**config.mk**
```make
export PLATFORM = sky130hd
export DESIGN_NAME = addr_seq_ctrl_flat
export DESIGN_NICKNAME = d
export VERILOG_FILES = /design/src/rtl/addr_seq_ctrl_pkg.sv /design/src/rtl/addr_seq_ctrl_if.sv /design/src/rtl/seq_div_phase.sv /design/src/rtl/addr_seq_ctrl.sv /design/src/flat_wrapper.sv
export SDC_FILE = /design/constraint.sdc
export NUM_CORES = 1
export LEC_CHECK = 0
export ABC_AREA = 1
export BUFFER_PORTS_ARGS = -buffer_cell sky130_fd_sc_hd__buf_2
export CAP_MARGIN = 20
export CORE_MARGIN = 1
export CORE_UTILIZATION = 40
export DETAILED_ROUTE_END_ITERATION = 10
export HOLD_SLACK_MARGIN = 0.15
export PLACE_DENSITY_LB_ADDON = 0.05
export SYNTH_ARGS = -nofsm -noshare
export SYNTH_HDL_FRONTEND = slang
export SYNTH_SLANG_ARGS = --single-unit
```
**constraint.sdc**
```tcl
create_clock -name clk -period 1.5 [get_ports clk]
set_input_delay 0.3 -clock clk [delete_from_list [all_inputs] [get_ports clk]]
set_output_delay 0.3 -clock clk [all_outputs]
set_load 0.01 [all_outputs]
```
**src/rtl/addr_seq_ctrl_pkg.sv**
```systemverilog
// Shared constants for the dual-rate address sequencer: FSM encoding and perf counter width.
package addr_seq_ctrl_pkg;

    typedef logic [1:0] state_t;

    localparam state_t IDLE  = 2'd0;
    localparam state_t CLEAR = 2'd1;
    localparam state_t RUN   = 2'd2;
    localparam state_t DONE  = 2'd3;

    localparam int unsigned HOLD_CNT_W = 16;

endpackage

```
**src/rtl/addr_seq_ctrl_if.sv**
```systemverilog
// Host-side control bundle of the address sequencer; master = host FSM, slave = sequencer.
interface addr_seq_ctrl_if #(
    parameter int unsigned ADDR_W = 2
);
    logic              Start;
    logic [ADDR_W:0]   Len;
    logic              Hold;
    logic              ClrAddr;
    logic              IncA;
    logic              IncB;
    logic              Busy;
    logic              Done;

    modport master (
        output Start, Len, Hold,
        input  ClrAddr, IncA, IncB, Busy, Done
    );

    modport slave (
        input  Start, Len, Hold,
        output ClrAddr, IncA, IncB, Busy, Done
    );
endinterface

```
**src/rtl/seq_div_phase.sv**
```systemverilog
// Beat-phase divider for the slow counter: term is high on the last beat of each DIV_B group.
module seq_div_phase #(
    parameter int unsigned DIV_B = 2
) (
    input  logic clk,
    input  logic Reset,
    input  logic adv,
    input  logic clr,
    output logic term
);
    localparam int unsigned PH_W = (DIV_B > 1) ? $clog2(DIV_B) : 1;
    localparam logic [PH_W-1:0] LAST = PH_W'(DIV_B - 1);

    if (DIV_B < 1 || DIV_B > 16) begin : g_bad_div
        $error("seq_div_phase: DIV_B must be in 1..16");
    end

    logic [PH_W-1:0] phase;

    always_ff @(posedge clk) begin
        if (Reset || clr) begin
            phase <= '0;
        end else if (adv) begin
            phase <= term ? '0 : phase + PH_W'(1);
        end
    end

    assign term = (phase == LAST);

endmodule

```
**src/rtl/addr_seq_ctrl.sv**
```systemverilog
// Burst sequencer driving the Inc/Clr pins of the fast (A) and slow (B) address counters.
// Optional ADDR_SEQ_CTRL_PERF_EN adds a saturating HoldCycles stall counter.
module addr_seq_ctrl
    import addr_seq_ctrl_pkg::*;
#(
    parameter int unsigned ADDR_W = 2,
    parameter int unsigned DIV_B  = 2
) (
    input  logic                  clk,
    input  logic                  Reset,
    addr_seq_ctrl_if.slave        bus
`ifdef ADDR_SEQ_CTRL_PERF_EN
    ,
    output logic [HOLD_CNT_W-1:0] HoldCycles
`endif
);
    localparam logic [ADDR_W:0] ONE = (ADDR_W + 1)'(1);

    state_t          state_q, state_d;
    logic [ADDR_W:0] len_q;
    logic [ADDR_W:0] beat_cnt;
    logic            start_acc;
    logic            adv;
    logic            last_beat;
    logic            phase_term;

    assign start_acc = (state_q == IDLE) && bus.Start;
    assign adv       = (state_q == RUN) && !bus.Hold;
    // Only evaluated in RUN, where len_q is known to be non-zero.
    assign last_beat = (beat_cnt == len_q - ONE);

    always_comb begin
        state_d = state_q;
        case (state_q)
            IDLE:    if (bus.Start) state_d = CLEAR;
            CLEAR:   state_d = (len_q != '0) ? RUN : DONE;
            RUN:     if (adv && last_beat) state_d = DONE;
            DONE:    state_d = IDLE;
            default: state_d = IDLE;
        endcase
    end

    always_ff @(posedge clk) begin
        if (Reset) begin
            state_q  <= IDLE;
            len_q    <= '0;
            beat_cnt <= '0;
        end else begin
            state_q <= state_d;
            if (start_acc) begin
                len_q    <= bus.Len;
                beat_cnt <= '0;
            end else if (adv) begin
                beat_cnt <= beat_cnt + ONE;
            end
        end
    end

    seq_div_phase #(
        .DIV_B (DIV_B)
    ) u_div_phase (
        .clk   (clk),
        .Reset (Reset),
        .adv   (adv),
        .clr   (start_acc),
        .term  (phase_term)
    );

    assign bus.ClrAddr = (state_q == CLEAR);
    assign bus.IncA    = adv;
    assign bus.IncB    = adv && phase_term;
    assign bus.Busy    = (state_q == CLEAR) || (state_q == RUN);
    assign bus.Done    = (state_q == DONE);

`ifdef ADDR_SEQ_CTRL_PERF_EN
    logic [HOLD_CNT_W-1:0] hold_cnt;

    always_ff @(posedge clk) begin
        if (Reset || start_acc) begin
            hold_cnt <= '0;
        end else if ((state_q == RUN) && bus.Hold && (hold_cnt != '1)) begin
            hold_cnt <= hold_cnt + HOLD_CNT_W'(1);
        end
    end

    assign HoldCycles = hold_cnt;
`endif

endmodule

```
**src/flat_wrapper.sv**
```systemverilog
// flat-port wrapper written by rule: the top's interface ports become plain ports
module addr_seq_ctrl_flat import addr_seq_ctrl_pkg::*;
#(
    parameter int unsigned ADDR_W = 2,
    parameter int unsigned DIV_B  = 2
)
  (clk, Reset, bus_Start, bus_Len, bus_Hold, bus_ClrAddr, bus_IncA, bus_IncB, bus_Busy, bus_Done);
  addr_seq_ctrl_if #(.ADDR_W(ADDR_W)) bus_i ();
  input  logic clk;
  input  logic Reset;
  input wire logic [$bits(bus_i.Start)-1:0] bus_Start;
  input wire logic [$bits(bus_i.Len)-1:0] bus_Len;
  input wire logic [$bits(bus_i.Hold)-1:0] bus_Hold;
  output wire logic [$bits(bus_i.ClrAddr)-1:0] bus_ClrAddr;
  output wire logic [$bits(bus_i.IncA)-1:0] bus_IncA;
  output wire logic [$bits(bus_i.IncB)-1:0] bus_IncB;
  output wire logic [$bits(bus_i.Busy)-1:0] bus_Busy;
  output wire logic [$bits(bus_i.Done)-1:0] bus_Done;
  assign bus_i.Start = bus_Start;
  assign bus_i.Len = bus_Len;
  assign bus_i.Hold = bus_Hold;
  assign bus_ClrAddr = bus_i.ClrAddr;
  assign bus_IncA = bus_i.IncA;
  assign bus_IncB = bus_i.IncB;
  assign bus_Busy = bus_i.Busy;
  assign bus_Done = bus_i.Done;
  addr_seq_ctrl #(.ADDR_W(ADDR_W), .DIV_B(DIV_B)) u_core (.clk(clk), .Reset(Reset), .bus(bus_i));
endmodule
```
==> summary.md, run 1 <==
| Metric | Value |
|---|---|
| Pleak | about 0.43 nW |
| Seq/Total Area, Yosys | 0.310 |
| Core Region | 1330 um^2 |
| DR iter-0 viols | 5 |
| GRT Residual Overflow | 0 |
| Hold WS | about 0.31 ns |
| Total Wirelength | approximately 1.3 mm |
| Hold_buf cts | 0 |
| Psw | about 0.6 mW |
| Reg power frac | 0.248 |
| Drc violations | 0 |
| Vias per inst | approximately 4.6 |
| Final Max Tran Viols | 0 |
| Number of global-route vias before repair | 455 |
| Placed Area | a little under 700 um^2 |
| CP required | about 1.2 ns |
| Worst path max stage delay | about 0.32 ns |
| Total Power | 1.43 mW |
| First-pass detailed-route iteration total | 2 |
| First-pass GRT wire length | slightly below 2 mm |
| H-Tree Depth | 1 |
| Clk_lat worst skew | 0.27 ns |
| Internal Power | roughly 0.84 mW |
| Commonest non-fill, non-tap cells in the layout | 15 x nand2_1, 13 x buf_4, 12 x inv_1 |
| Peak Freq | 0.667 GHz |
| Crit-path cells | inv_2 > ha_4 > inv_4 > nor2_8 > inv_4 > nor2_4 > buf_6 |
| Yosys cell types | 18 |
| DR vias | between 500 and 600 |
| Placer congestion estimate | approximately 0.76 |
| Final Util | 0.647 |
| Largest net degree at the start of global routing | 7 |
| Die Ht | about 40 um |
| Worst Max-Slew Pin Slew | between 0.2 and 0.25 ns |
| Critical path class | reg2out |
| Combinational group share of total power | 0.611 |
| DP HPWL | roughly 840 um |
| Worst Path Arrival | about 1.2 ns |
| CTS buffer count | 3 |
| Cell mode on critical path | inv_4 |
| Die extent in x | approximately 40 um |
| TNS Setup | 0 ns |
| Antenna violations before repair | 0 |
| Rows | 13 |
| Clock Skews | about 0.0053 ns |
| Input/output buffers | 11 |
| Final number of setup-violating endpoints | 0 |
| PD cells | around 1700 nW/um^2 |
| Initial core utilization | 0.436 |
| Avg WL per Cell | just over 10 um |
| Fin. Hold Viols | 0 |
| Maximum clock path buffer count | 2 |
| Fin crit share | 1.00 |
| RSZ-0062 raised after global routing | yes |
| Hold Path Class | in2reg |
| Worst setup EP type | primary output |
| TritonCTS clock tree | yes |
| Maximum fanout along the worst path | 3 |
| Share of cells above drive strength 1 | 0.409 |
| Final instance area | 863 um^2 |
| Startpoint Class | flip-flop |
| Yosys reg bits | 9 |
| Yosys warning count | 0 |
| Critical Path Slowest Stage Cell | dfxtp_2 |
| Clk pwr share | 0.141 |
| Die area | around 1600 um^2 |
| Total Routing Usage GR | 0.189 |
| Status | complete, no violations |
| Mapped Nets | 96 |
| Diode count | 0 |
| Synth Instances | 81 |
| Area growth, synth to finish | 48.4% |
| ANT nets after route | 0 |
| Tmin final | roughly 1.5 ns |
| Nets | approximately 130 |
| Synthesized area | ~580 um^2 |
| Most common cell after layout, fill and taps aside | nand2_1 |
| Syn avg cell area | about 7.2 um^2 |
| Clock Tree Root | clkbuf_4 |
| Max-cap check violation count | 0 |
| I/O Pins | 12 |
| VDD IR max | 961 uV |
| Switching share of power | 0.410 |
| CTS sink cnt | 9 |
| CTS clk-pin slew, worst paths | about 0.06 ns |
| Slew HR | 0.863 |
## worst paths after layout
kind	start	to	slack, ns	cells after the start
setup / recovery	u_core.state_q[0]	bus_IncB	0.0006	7
hold / removal	bus_Len[2]	u_core.len_q[2]	0.31	3
setup reg to reg	u_core.len_q[0]	u_core.state_q[0]	0.14	11
hold reg to reg	u_core.len_q[2]	u_core.len_q[2]	0.49	2
## power by group through the flow
stage                     registers (mW)  clock network [mW]  logic, mW
after global placement             0.340                   0      0.651
after CTS                          0.350               0.198      0.774
final                              0.354               0.201      0.872
after global routing               0.361               0.222      0.988
after floorplan                    0.344                   0      0.439
after detailed placement           0.340                   0      0.652
## worst max-delay path: cells and delay by family (launching register included)
kind / cells / cell delay [ns]
adder cells (fa/ha/maj): 1 / 0.15
AND/OR/NAND/NOR: 2 / 0.20
flip-flops: 1 / 0.32
buffers and inverters: 4 / 0.27
## state kept, by name, indices dropped and copies added, names as in the netlist
signal,count
u_core.len_q,3
u_core.beat_cnt,3
u_core.u_div_phase.term,1
u_core.state_q,2
## through the flow
| stage | setup WS [ns] | instances |
|---|---|---|
| 2_1_floorplan | 0.116 | 81 |
| 3_3_place_gp | 0.0672 | 112 |
| 3_5_place_dp | 0.0733 | 112 |
| 4_1_cts | -0.0268 | 122 |
| 5_1_grt | -0.0589 | 125 |
| 6_report | 0.000627 | 125 |
## cell families (layout without fill, tap and decap cells)
logic type | count (synthesis) | count (layout) | share of synthesized area
AO/OA/AOI/OAI | 13 | 13 | 0.127
adder cells (fa/ha/maj) | 8 | 8 | 0.172
buffers and inverters | 17 | 46 | 0.110
flip-flops | 9 | 9 | 0.310
AND/OR/NAND/NOR | 34 | 34 | 0.282
## area by class of cell
class,instances,area (um^2)
clock buffer,4,26.3
fill,124,470
inverter,17,68.8
multi-input combinational,55,383
sequential,9,184
tap,15,18.8
timing repair buffer,25,183
## cell usage after synthesis
cell type	instances	share of area
nand2_1	15	0.097
inv_1	14	0.090
dfxtp_1	9	0.31
ha_1	8	0.17
nor2_1	8	0.052
a21oi_1	6	0.052
nand3_1	5	0.043
inv_2	3	0.019
o21ai_0	3	0.026
nor3_1	2	0.017
a211oi_1	1	0.013
nand2_2	1	0.011
nand3_2	1	0.017
nor2_2	1	0.011
nor2_8	1	0.034
o21a_1	1	0.013
o21ai_1	1	0.0086
o21ai_2	1	0.015
## routing by layer
| metal | share of wire | track usage |
|---|---|---|
| met5 | 0 | 0 |
| met4 | 0.0094 | 0.103 |
| met3 | 0.037 | 0.0500 |
| met2 | 0.48 | 0.302 |
| met1 | 0.47 | 0.227 |
## timing repair
action                                  4_1_cts  5_1_grt
endpoints found under the hold margin         0        0
setup buffers                                 6        3
gates resized for setup                      12        6
pin swaps                                     3        4
endpoints found under the setup margin        3        5
No activity file was read; power rests on OpenSTA's default activity.
==> run 2, diff against run 1 <==
--- a/config.mk
+++ b/config.mk
@@ -8,11 +8,12 @@
 export ABC_AREA = 1
 export BUFFER_PORTS_ARGS = -buffer_cell sky130_fd_sc_hd__buf_2
 export CAP_MARGIN = 20
-export CORE_MARGIN = 1
-export CORE_UTILIZATION = 40
+export CORE_AREA = 2 2 39 41
 export DETAILED_ROUTE_END_ITERATION = 10
+export DIE_AREA = 0 0 41 43
 export HOLD_SLACK_MARGIN = 0.15
 export PLACE_DENSITY_LB_ADDON = 0.05
+export SKIP_LAST_GASP = 1
 export SYNTH_ARGS = -nofsm -noshare
 export SYNTH_HDL_FRONTEND = slang
 export SYNTH_SLANG_ARGS = --single-unit
==> run 2 against run 1 <==
Setup slack got worse by 0.0032 ns. Core utilization fell by 3.5 points. Global-route usage fell by 1.6 points. Critical path type unchanged. Highest routed layer unchanged. The flow now finishes with violations (setup timing). Worst hold slack got worse by 0.0084 ns. Total power fell by 3.3%. Cell area fell by 1.9%. Largest cell class unchanged.
==> summary.md, run 2 (synthesis gave the netlist of run 1 again) <==
| Metric | Value |
|---|---|
| Area growth, synth to finish | 45.6% (was 48.4%) |
| Critical Path Slowest Stage Cell | dfxtp_2 (unchanged) |
| TritonCTS clock tree | yes (unchanged) |
| CTS clk-pin slew, worst paths | 0.06 ns (about the same) |
| Worst path max stage delay | 0.32 ns (about the same) |
| Fin crit share | 1.00 (about the same) |
| Vias per inst | 4.65 (was 4.56) |
| Worst setup EP type | primary output (unchanged) |
| Most common cell after layout, fill and taps aside | nand2_1 (unchanged) |
| CTS buffer count | 3 (unchanged) |
| Share of cells above drive strength 1 | 0.385 (was 0.409) |
| Combinational group share of total power | 0.593 (was 0.611) |
| Total Wirelength | 1.29 mm (was 1.28 mm) |
| Avg WL per Cell | 10.3 um (was 10.2 um) |
| Clock Tree Root | clkbuf_4 (unchanged) |
| Worst Max-Slew Pin Slew | 0.178 ns (was 0.204 ns) |
| Commonest non-fill, non-tap cells in the layout | 15 x nand2_1, 13 x inv_1, 12 x buf_4 (was 15 x nand2_1, 13 x buf_4, 12 x inv_1) |
| Antenna violations before repair | 0 (unchanged) |
| TNS Setup | -0.00261 ns (was 0 ns) |
| Psw | 0.568 mW (was 0.585 mW) |
| DP HPWL | 893 um (was 843 um) |
| Number of global-route vias before repair | 470 (was 455) |
| Die extent in x | 41 um (was 40.1 um) |
| Final non-filler cell total | 125 (unchanged) |
| Worst Path Arrival | 1.20 ns (about the same) |
| Hold WS | 0.302 ns (was 0.311 ns) |
| Final number of setup-violating endpoints | 1 (was 0) |
| Failing checks | setup timing |
| DR vias | 581 (was 570) |
| Drc violations | 0 (unchanged) |
| Die area | 1760 um^2 (was 1610 um^2) |
| VDD IR max | 745 uV (was 961 uV) |
| PD cells | 1630 nW/um^2 (was 1650 nW/um^2) |
| Clock Skews | 0.00274 ns (was 0.00528 ns) |
| Maximum fanout along the worst path | 4 (was 3) |
| DR iter-0 viols | 10 (was 5) |
| Dpl cells | 113 (was 112) |
| Largest regs | u_core.beat_cnt: 3 flops, u_core.len_q: 3 flops, u_core.state_q: 2 flops (unchanged) |
| Fin. Hold Viols | 0 (unchanged) |
| Final WS setup | -0.00261 ns (was 0.000627 ns) |
| Crit-path cells | inv_2 > ha_4 > inv_4 > nor2_8 > inv_4 > nor2_4 > buf_6 (unchanged) |
| Tmin final | 1.50 ns (about the same) |
| Critical path class | reg2out (unchanged) |
| Rows | 14 (was 13) |
| RSZ-0062 raised after global routing | yes (unchanged) |
| CP required | 1.20 ns (about the same) |
| Maximum clock path buffer count | 2 (unchanged) |
| Nets | 125 (was 126) |
| Switching share of power | 0.412 (was 0.410) |
| Largest net degree at the start of global routing | 7 (unchanged) |
| GRT Residual Overflow | 0 (unchanged) |
| Initial core utilization | 0.420 (was 0.436) |
| Final Max Tran Viols | 0 (unchanged) |
| R2r setup slk | 0.07 ns (was 0.14 ns) |
| Cell mode on critical path | inv_4 (unchanged) |
| Total Routing Usage GR | 0.173 (was 0.189) |
| First-pass detailed-route iteration total | 4 (was 2) |
| Core Region | 1380 um^2 (was 1330 um^2) |
| Clk pwr share | 0.147 (was 0.141) |
| Placer congestion estimate | 0.682 (was 0.758) |
| Input/output buffers | 11 (unchanged) |
| Max-cap check violation count | 0 (unchanged) |
| Slew HR | 0.880 (was 0.863) |
| Pleak | 0.424 nW (was 0.428 nW) |
| H-Tree Depth | 1 (unchanged) |
| I/O Pins | 12 (unchanged) |
| Status | finished with violations (was complete, no violations) |
| CTS sink cnt | 9 (unchanged) |
| Hold_buf cts | 0 (unchanged) |
| Die Ht | 43 um (was 40.1 um) |
| First-pass GRT wire length | 2.01 mm (was 1.95 mm) |
| Total Power | 1.38 mW (was 1.43 mW) |
| Diode count | 0 (unchanged) |
| ANT nets after route | 0 (unchanged) |
| Peak Freq | 0.666 GHz (was 0.667 GHz) |
| Internal Power | 0.811 mW (was 0.841 mW) |
| Clk_lat worst skew | 0.27 ns (about the same) |
| Startpoint Class | flip-flop (unchanged) |
| Largest delay share family, worst path | flip-flops (unchanged) |
| CP Buf/Inv Count | 4 (unchanged) |
| Reg power frac | 0.260 (was 0.248) |
| Hold Path Class | in2reg (unchanged) |
[run 2: changes by cell type in the layout (fill, tap and decap cells not counted), sizes merged]
cell,delta
buf,-1
[run 2: final cells by class]
type | count | area (um^2)
fillers | 124 | 537
multi-input cells | 55 | 370
flip-flops and latches | 9 | 186
repair buffers | 24 | 175
inverters | 17 | 68.8
clock buffers | 4 | 26.3
well taps | 16 | 20.0
[run 2: power groups by stage]
stage	registers, mW	clock network [mW]	logic (mW)
floorplan	0.344	0	0.439
global placement	0.342	0	0.646
detailed placement	0.346	0	0.648
CTS	0.360	0.205	0.733
global route	0.369	0.225	0.930
finish	0.358	0.202	0.818
[run 2: final timing paths]
kind,start,end,depth (start not counted)
worst max register to register,u_core.state_q[0],u_core.u_div_phase.term,11
worst min register to register,u_core.len_q[2],u_core.len_q[2],2
worst max-delay path,u_core.state_q[0],bus_IncB,7
worst min-delay path,bus_Len[0],u_core.len_q[0],3
[run 2: routing by layer]
metal  up-vias  track usage  part of all wire
met1       258        0.226              0.44
met3         5       0.0471             0.038
met5         -            0                 0
li1        308            -                 -
met2        10        0.253              0.50
met4         0       0.0800             0.021
[run 2: timing repair]
item,in CTS,in global routing
resized for setup,11,5
setup endpoints to repair,3,5
setup buffers,5,3
pin swaps,3,2
[run 2: per-stage QoR]
| stage | utilization | area, um^2 | setup WS [ns] |
|---|---|---|---|
| floorplan | - | 582 | 0.116 |
| global placement | 0.502 | 694 | 0.0474 |
| detailed placement | 0.502 | 694 | 0.0415 |
| CTS | 0.581 | 805 | -0.0429 |
| global route | 0.612 | 847 | -0.0591 |
| finish | 0.612 | 847 | -0.00261 |
[run 2: tightest hold or removal path, cell delays in order]
cell	delay, ns
buf_2	0.07
o21ai_0	0.07
a21oi_1	0.10
==> run 3, diff against run 2 <==
--- a/config.mk
+++ b/config.mk
@@ -8,9 +8,11 @@
 export ABC_AREA = 1
 export BUFFER_PORTS_ARGS = -buffer_cell sky130_fd_sc_hd__buf_2
 export CAP_MARGIN = 20
-export CORE_AREA = 2 2 39 41
+export CELL_PAD_IN_SITES_DETAIL_PLACEMENT = 1
+export CELL_PAD_IN_SITES_GLOBAL_PLACEMENT = 1
+export CORE_MARGIN = 1
+export CORE_UTILIZATION = 36
 export DETAILED_ROUTE_END_ITERATION = 10
-export DIE_AREA = 0 0 41 43
 export HOLD_SLACK_MARGIN = 0.15
 export PLACE_DENSITY_LB_ADDON = 0.05
 export SKIP_LAST_GASP = 1
==> run 3 against run 2 <==
The flow still finishes with violations (setup timing). Count of clock-buffer cells in the layout stayed put. Final cell count down 3.2%. Fmax down 1.0%. Via count decreased by 0.69%. Largest cell class unchanged. Critical endpoint unchanged. First-iteration DRC count fell by 30%.
==> summary.md, run 3 (synthesis gave the netlist of run 1 again) <==
| Metric | Value |
|---|---|
| Hold Path Class | in2reg (unchanged) |
| Core Region | 1510 um^2 (was 1380 um^2) |
| Final number of setup-violating endpoints | 1 (unchanged) |
| CP required | 1.20 ns (about the same) |
| Largest delay share family, worst path | flip-flops (unchanged) |
| DR vias | 577 (was 581) |
| Hold_buf cts | 0 (unchanged) |
| Critical Path Slowest Stage Cell | dfxtp_2 (unchanged) |
| Cell mode on critical path | inv_4 (unchanged) |
| Max-cap check violation count | 0 (unchanged) |
| Psw | 0.584 mW (was 0.568 mW) |
| Failing checks | setup timing (unchanged) |
| CTS buffer count | 3 (unchanged) |
| Initial core utilization | 0.386 (was 0.420) |
| I/O Pins | 12 (unchanged) |
| Largest regs | u_core.beat_cnt: 3 flops, u_core.len_q: 3 flops, u_core.state_q: 2 flops (unchanged) |
| Fin. Hold Viols | 0 (unchanged) |
| Total Wirelength | 1.50 mm (was 1.29 mm) |
| Internal Power | 0.780 mW (was 0.811 mW) |
| RSZ-0062 raised after global routing | yes (unchanged) |
| DP HPWL | 1.10 mm (was 893 um) |
| Worst Path Arrival | 1.22 ns (was 1.20 ns) |
| Die Ht | 42.2 um (was 43 um) |
| Nets | 121 (was 125) |
| Reg area | 186 um^2 (unchanged) |
| Clock Skews | 0.00337 ns (was 0.00274 ns) |
| Critical R2R Launch | u_core.state_q[0] (unchanged) |
| Startpoint Class | flip-flop (unchanged) |
| Die extent in x | 42.2 um (was 41 um) |
| Status | finished with violations (unchanged) |
| Multi-input logic area | 383 um^2 (was 370 um^2) |
| Post-Place Worst Slack | -0.0109 ns (was 0.0415 ns) |
| ANT nets after route | 0 (unchanged) |
| Switching share of power | 0.428 (was 0.412) |
| CTS clk-pin slew, worst paths | 0.07 ns (was 0.06 ns) |
| Clk pwr share | 0.146 (was 0.147) |
| Maximum clock path buffer count | 2 (unchanged) |
| Worst setup EP type | primary output (unchanged) |
| CTS sink cnt | 9 (unchanged) |
| Area growth, synth to finish | 41.5% (was 45.6%) |
| Worst path max stage delay | 0.32 ns (about the same) |
| Total Power | 1.36 mW (was 1.38 mW) |
| Reg power frac | 0.261 (was 0.260) |
| Clock Tree Root | clkbuf_4 (unchanged) |
| Clk_lat worst skew | 0.27 ns (about the same) |
| Critical Path Source | u_core.state_q[0] (unchanged) |
| CP Buf/Inv Count | 4 (unchanged) |
| TritonCTS clock tree | yes (unchanged) |
| Commonest non-fill, non-tap cells in the layout | 15 x nand2_1, 13 x inv_1, 9 x buf_2 (was 15 x nand2_1, 13 x inv_1, 12 x buf_4) |
| Drc violations | 0 (unchanged) |
| DR iter-0 viols | 7 (was 10) |
| H-Tree Depth | 1 (unchanged) |
| GRT Residual Overflow | 0 (unchanged) |
| Largest net degree at the start of global routing | 7 (unchanged) |
| First-pass detailed-route iteration total | 2 (was 4) |
| Worst Max-Slew Pin Slew | 0.209 ns (was 0.178 ns) |
| Most common cell after layout, fill and taps aside | nand2_1 (unchanged) |
| Antenna violations before repair | 0 (unchanged) |
| Vias per inst | 4.77 (was 4.65) |
| Peak Freq | 0.659 GHz (was 0.666 GHz) |
| Placer congestion estimate | 0.800 (was 0.682) |
| Rows | 14 (unchanged) |
| Combinational group share of total power | 0.593 (about the same) |
| Slew HR | 0.860 (was 0.880) |
| VDD IR max | 666 uV (was 745 uV) |
| Final WS setup | -0.0178 ns (was -0.00261 ns) |
| Tmin final | 1.52 ns (was 1.50 ns) |
| PD cells | 1660 nW/um^2 (was 1630 nW/um^2) |
| Diode count | 0 (unchanged) |
| Number of global-route vias before repair | 604 (was 470) |
| Crit-path cells | inv_2 > ha_4 > inv_4 > nor2_8 > inv_4 > nor2_4 > buf_6 (unchanged) |
| Total Routing Usage GR | 0.191 (was 0.173) |
| Final Max Tran Viols | 0 (unchanged) |
| Avg WL per Cell | 12.4 um (was 10.3 um) |
| Die area | 1780 um^2 (was 1760 um^2) |
| Fillers | 200 (was 124) |
| Fin crit share | 1.01 (was 1.00) |
| Input/output buffers | 11 (unchanged) |
| Maximum fanout along the worst path | 3 (was 4) |
| Critical path class | reg2out (unchanged) |
| Share of cells above drive strength 1 | 0.371 (was 0.385) |
| Pleak | 0.401 nW (was 0.424 nW) |
| Hold Startpoint | bus_Len[0] (unchanged) |
| First-pass GRT wire length | 2.57 mm (was 2.01 mm) |
## run 3: cell count changes in the layout (fill, tap and decap cells not counted), sizes merged
cell	before	now
buf	24	20
## run 3: worst reg2reg max path, cell delays in order, from the launching register on
cell and delay, ns:
dfxtp_2 0.32, inv_2 0.07, ha_4 0.16, inv_4 0.05
nor2_8 0.10, buf_4 0.13, o21ai_2 0.05, nor2_2 0.07
nand2_1 0.07, nand2_2 0.10, nand3_1 0.08, nand2_1 0.08
nor2_1 0.05
## run 3: path summary, 6_finish.rpt
| path | end | slack, ns | cells after the start |
|---|---|---|---|
| hold / removal | u_core.len_q[0] | 0.31 | 3 |
| hold reg to reg | u_core.len_q[2] | 0.50 | 2 |
| setup reg to reg | u_core.state_q[0] | 0.07 | 12 |
| setup / recovery | bus_IncB | -0.02 | 7 |
## run 3: repair_timing
action                     4_1_cts  5_1_grt
buffers inserted                 2        3
pin swaps                        3        3
cloned                           0        0
setup endpoints to repair        4        4
resized for setup               13        3
## run 3: cell type report
class | count | area share
Multi-Input combinational cell | 55 | 0.465
Sequential cell | 9 | 0.226
Timing Repair Buffer | 20 | 0.169
Inverter | 17 | 0.0836
Clock buffer | 4 | 0.0319
Tap cell | 16 | 0.0243
## run 3: stage by stage
| step | utilization | area [um^2] | cells | hold WS [ns] | TNS (ns) |
|---|---|---|---|---|---|
| finish | 0.547 | 823 | 121 | 0.311 | -0.0178 |
| global route | 0.547 | 823 | 121 | 0.340 | -0.104 |
| CTS | 0.517 | 778 | 118 | 0.313 | -0.0643 |
| detailed placement | 0.456 | 687 | 112 | 0.488 | -0.0109 |
| global placement | 0.456 | 687 | 112 | 0.475 | 0 |
| floorplan | - | 582 | 81 | 0.446 | 0 |
## run 3: routing by layer
layer / up-vias / global-route usage / wire, um
met4: 0 / 0.0750 / 15
li1: 303 / - / -
met3: 2 / 0.0560 / 50
met1: 261 / 0.220 / 675
met5: - / 0 / 0
met2: 11 / 0.329 / 760
## run 3: power by group through the flow
stage / Clock [mW] / Sequential (mW) / Combinational [mW]
after global routing: 0.214 / 0.364 / 0.903
after global placement: 0 / 0.342 / 0.636
final: 0.199 / 0.357 / 0.809
after CTS: 0.202 / 0.360 / 0.753
after floorplan: 0 / 0.344 / 0.439
after detailed placement: 0 / 0.344 / 0.659
